[config.mk]
export PLATFORM = sky130hd
export DESIGN_NAME = iterative_shift_unit
export DESIGN_NICKNAME = d
export VERILOG_FILES = /design/src/rtl/iterative_shift_unit.sv
export SDC_FILE = /design/constraint.sdc
export NUM_CORES = 1
export LEC_CHECK = 0
export CORE_MARGIN = 2
export CORE_UTILIZATION = 68
export CTS_CLUSTER_SIZE = 40
export DETAILED_ROUTE_END_ITERATION = 7
export DONT_BUFFER_PORTS = 1
export PLACE_DENSITY = 0.92
export SYNTH_ARGS = -nofsm -noshare
export SYNTH_HDL_FRONTEND = slang
export SYNTH_SLANG_ARGS = --single-unit
[constraint.sdc]
create_clock -name clk -period 2.4 [get_ports clk]
set_input_delay 0.36 -clock clk [delete_from_list [all_inputs] [get_ports clk]]
set_output_delay 0.36 -clock clk [all_outputs]
set_load 0.03 [all_outputs]
[src/rtl/iterative_shift_unit.sv]
// Multicycle shift unit: SLL/SRL/SRA/ROR one bit per clock with a start/busy/done handshake.
// 2**NBITS must equal WIDTH so any legal shift amount fits in the count register.
module iterative_shift_unit #(
  parameter int WIDTH = 32,
  parameter int NBITS = 5
) (
  input  logic             clk,
  input  logic             reset,
  input  logic             start,
  input  logic [1:0]       op,
  input  logic [WIDTH-1:0] in_data,
  input  logic [NBITS-1:0] in_n,
  output logic [WIDTH-1:0] out,
  output logic             busy,
  output logic             done
);

  typedef enum logic [1:0] {
    IDLE  = 2'b00,
    SHIFT = 2'b01,
    DONE  = 2'b10
  } state_t;

  localparam logic [1:0] OP_SLL = 2'b00;
  localparam logic [1:0] OP_SRL = 2'b01;
  localparam logic [1:0] OP_SRA = 2'b10;

  state_t           state, state_next;
  logic [NBITS-1:0] count, count_next;
  logic [1:0]       op_r, op_next;
  logic [WIDTH-1:0] out_next, shifted;

  always_comb begin
    case (op_r)
      OP_SLL:  shifted = {out[WIDTH-2:0], 1'b0};
      OP_SRL:  shifted = {1'b0, out[WIDTH-1:1]};
      OP_SRA:  shifted = {out[WIDTH-1], out[WIDTH-1:1]};
      default: shifted = {out[0], out[WIDTH-1:1]};
    endcase
  end

  // Operands are captured only in IDLE; SHIFT and DONE ignore every input.
  always_comb begin
    state_next = state;
    count_next = count;
    op_next    = op_r;
    out_next   = out;
    case (state)
      IDLE: begin
        if (start) begin
          out_next   = in_data;
          count_next = in_n;
          op_next    = op;
          state_next = (in_n != '0) ? SHIFT : DONE;
        end
      end
      SHIFT: begin
        out_next   = shifted;
        count_next = count - NBITS'(1);
        if (count == NBITS'(1)) state_next = DONE;
      end
      DONE: begin
        state_next = IDLE;
      end
      default: begin
        state_next = IDLE;
      end
    endcase
  end

  always_ff @(posedge clk or negedge reset) begin
    if (!reset) begin
      state <= IDLE;
      out   <= '0;
      count <= '0;
      op_r  <= 2'b00;
    end else begin
      state <= state_next;
      out   <= out_next;
      count <= count_next;
      op_r  <= op_next;
    end
  end

  assign busy = (state != IDLE);
  assign done = (state == DONE);

endmodule

Word-level counts from Yosys, hierarchy flattened

Index checks and enable logic that the tools add are counted.

Equality and inequality tests: 8
Reduce and logical (&&, ||, !) cells: 9
Add/sub/neg operators: 1
Mux-type cells: 9

Operator list:

| cell                                                                  | number |
|---|---|
| 32-bit one-hot mux with 3 select lines                                | 1 |
| 32-bit one-hot mux with 2 select lines                                | 1 |
| 32-bit 2-to-1 mux                                                     | 1 |
| 5-bit one-hot mux with 2 select lines                                 | 1 |
| 2-bit 2-to-1 mux                                                      | 3 |
| 2-bit != test, second input constant                                  | 3 |
| 2-bit AND reduction                                                   | 3 |
| 5-bit by 1-bit equality test with 1-bit output, second input constant | 1 |
| 5-bit 2-to-1 mux                                                      | 1 |
| 5-bit nonzero test                                                    | 1 |
| 5-bit by 1-bit subtractor with 5-bit output, second input constant    | 1 |
| 2-bit by 1-bit equality test with 1-bit output, second input constant | 2 |
| 2-bit equality test, second input constant                            | 2 |
| 2-bit zero test                                                       | 2 |
| 2-bit one-hot mux with 2 select lines                                 | 1 |
| 2-bit nonzero test                                                    | 2 |
| 3-bit AND reduction                                                   | 1 |

Input port bits: 42
Output and inout port bits: 34
Register bits after elaboration: 41
Logic and storage cells: 32

Logic depth before layout (Yosys ltp)

Word-level depth: 4
Mapped depth: 5
Gate-level depth less buffers: 5

Worst setup path after synthesis

OpenSTA, ideal clock, no wires.

Path kind: register to output
Start point: register state[0]
End point: output done
Path slack: 0.956 ns
Stages on the path, launching flop included: 4
Data required time: 2.040 ns
Arrival time: 1.084 ns
Cell sequence: dfrtp_1 buf_6 buf_4 nor2_1

Word-level cells in the longest chain between the ends: 1

Ends and longest elaborated chain:

| item                     | RTL line | text |
|---|---|---|
| start: declaration       | 28       | `state_t state, state_next;` |
| start signal: assignment | 78       | `state <= state_next;` |
| 2-bit equality test      | 86       | `assign done = (state == DONE);` |
| end: declaration         | 15       | `output logic done` |

No other way between the ends.

Worst setup path after layout

Start point: register state[1]
End point: output done

Same word-level chain as after synthesis.

==> flow_metrics.env <==
export IMPL_synth_cells=245
export IMPL_routed_wirelength_um=5980
export IMPL_cp_max_fo=34
export IMPL_grt_pass1_vias=2036
export IMPL_postSynthNetCount=289
export IMPL_final_common_cell="dfrtp_1"
export IMPL_avgSynthCellArea_um2=10.1
export IMPL_path_cells="inv_2 -> nor2_1 -> buf_4"
export IMPL_min_path_type="primary input to flop"
export IMPL_grt_pass1_wl_um=9800
export IMPL_h_tree_depth=2
export IMPL_worst_slew_pin_slew_ns=1.22
export IMPL_dieArea_um2=4120
export IMPL_cp_arrival_ns=1.71
export IMPL_ir_drop_mv=0.715
export IMPL_synth_distinct_cells=39
export IMPL_rsz0062_at_grt="false"
export IMPL_post_cts_buffers=0
export IMPL_cts_clk_slew_worst_paths_ns=0.12
export IMPL_r2r_slack_ns=0.47
export IMPL_power_density_nw_per_um2=1640
export IMPL_antenna_found_initial=0
export IMPL_wl_per_cell_um=21.0
export IMPL_crit_type="flop to primary output"
export IMPL_cts_tree="done"
export IMPL_grt_max_degree=42
export IMPL_period_needed_ns=2.07
export IMPL_syn_area_um2=2460
export IMPL_crit_slowest_cell="dfrtp_1"
export IMPL_cts_root_buf="clkbuf_4"
export IMPL_hold_viol_final=0
export IMPL_drt_initial_drc_count=203
export IMPL_grt_usage=0.304
export IMPL_fillers=254
export IMPL_nets=283
export IMPL_endpoint_kind="primary output"
export IMPL_setup_tns_ns=0
export IMPL_ys_flop_type="dfrtp_1"
export IMPL_post_dp_hpwl_um=4000
export IMPL_ant_nets=0
export IMPL_firstDrtPassIters=4
export IMPL_max_clock_path_buffers=2
export IMPL_synth_async_reset_ratio=1.00
export IMPL_run_status="complete, no violations"
export IMPL_dr_total_vias=2055
export IMPL_gp_congestion=0.925
export IMPL_clk_latency_ns=0.36
export IMPL_worst_clock_skew_ns=0.0102
export IMPL_io_buffers=0
export IMPL_ys_seq_area_frac=0.417
export IMPL_cts_sinks=41
export IMPL_ys_seq_elements=41
export IMPL_final_cell_mix="41 x dfrtp_1, 34 x nand2_1, 30 x mux2i_1, 30 x a32oi_1, 30 x o211ai_1"
export IMPL_viasPerCell=7.24
export IMPL_fp_row_count=21
export IMPL_fp_dieH_um=64.2
export IMPL_start_util=0.721
export IMPL_final_util=0.739
export IMPL_finalMaxSlewViolations=0
export IMPL_drive_gt1_frac=0.0840
export IMPL_setup_viol=0
export IMPL_maxCapViolCount=0
export IMPL_power_leakage_nw=0.956
export IMPL_crit_required_ns=2.04
export IMPL_die_w_um=64.2
export IMPL_max_freq_ghz=0.484
export IMPL_critPathLaunchType="flop"
export IMPL_io_pins=76
export IMPL_multiInputGateArea_um2=1280
export IMPL_overflow=0
export IMPL_yosys_warnings=0
export IMPL_fin_crit_sh=0.862
export IMPL_diodes=0
export IMPL_slew_headroom=0.184
export IMPL_synth_edf_count=0
export IMPL_regArea_um2=1030
export IMPL_drc=0
export IMPL_core_area_um2=3420
export IMPL_cts_made_buffers=5
export IMPL_worst_path_largest_cell_delay_ns=0.53
export IMPL_syn_to_final_growth_pct=2.49
==> cell usage after synthesis, drive strengths merged (2+ instances only) <==
| cell type | count | area share |
|---|---|---|
| ha | 2 | 0.010 |
| nand2 | 34 | 0.052 |
| nand2b | 3 | 0.0076 |
| mux2i | 30 | 0.12 |
| dfrtp | 41 | 0.42 |
| o211ai | 30 | 0.091 |
| a31oi | 2 | 0.0051 |
| clkbuf | 3 | 0.0046 |
| o22ai | 2 | 0.0051 |
| mux2 | 2 | 0.0091 |
| nor2 | 8 | 0.016 |
| inv | 6 | 0.0091 |
| a21oi | 8 | 0.016 |
| nor3 | 3 | 0.0061 |
| nor2b | 3 | 0.011 |
| o21ai | 4 | 0.0081 |
| buf | 19 | 0.051 |
| a32oi | 30 | 0.11 |
==> stage by stage <==
step | area [um^2] | cells | power, mW | hold WS [ns] | setup slack, ns
2_1_floorplan | 2460 | 245 | 3.42 | 0.0644 | 0.956
3_3_place_gp | 2450 | 276 | 3.70 | 0.0655 | 0.639
3_5_place_dp | 2450 | 276 | 3.79 | 0.0654 | 0.521
4_1_cts | 2520 | 284 | 4.13 | 0.122 | 0.369
5_1_grt | 2520 | 284 | 4.40 | 0.122 | 0.243
6_report | 2520 | 284 | 4.15 | 0.123 | 0.332
==> flip-flops by register name, indices dropped and copies added (netlist names) <==
| signal | flops |
|---|---|
| out | 32 |
| op_r | 2 |
| count | 5 |
| state | 2 |
==> worst paths after layout <==
| check | from | end | depth (start not counted) |
|---|---|---|---|
| max in group asynchronous | reset | count[4] | 2 |
| setup / recovery | state[1] | done | 3 |
| hold reg to reg | count[4] | count[4] | 2 |
| hold / removal | op[1] | op_r[1] | 1 |
| min in group asynchronous | reset | out[4] | 2 |
| setup reg to reg | state[0] | out[29] | 3 |
==> repair_timing <==
item                      CTS  global route
resized for setup           0             0
hold buffers                2             0
hold endpoints to repair   41             0
==> area by class of cell <==
| cell class | count | share of cell area |
|---|---|---|
| timing repair buffer | 9 | 0.0377 |
| clock buffer | 5 | 0.0149 |
| tap | 46 | 0.0228 |
| sequential | 41 | 0.407 |
| clock inverter | 1 | 0.00198 |
| inverter | 6 | 0.00892 |
| multi-input combinational | 176 | 0.507 |
==> worst max-delay path: cells and delay by family, from the launching register on <==
family / cells / cell delay [ns]
simple gates: 1 / 0.11
flops: 1 / 0.53
buf+inv: 2 / 0.70
==> logic make-up (layout without fill, tap and decap cells) <==
logic type               after synthesis  count (layout)  share of synthesized area
multiplexers                          32              32                      0.131
buffers and inverters                 28              21                     0.0645
flip-flops                            41              41                      0.417
AND/OR/NAND/NOR                       56              56                      0.107
AO/OA/AOI/OAI                         86              86                      0.270
adder cells (fa/ha/maj)                2               2                     0.0102
==> report_power, final <==
group	leakage, nW	internal, mW	switching, mW
Sequential	0.501	1.02	1.02
Combinational	0.429	0.794	0.974
Clock	0.0269	0.102	0.228
==> routing by layer <==
metal  track usage  vias to the layer above  wire length (um)
met4        0.0904                        0                93
met2         0.504                      104              2950
met5             0                        -                 0
met1         0.381                     1004              2410
met3        0.0968                        9               528
li1              -                      938                 -
(Power assumes the default switching activity.)
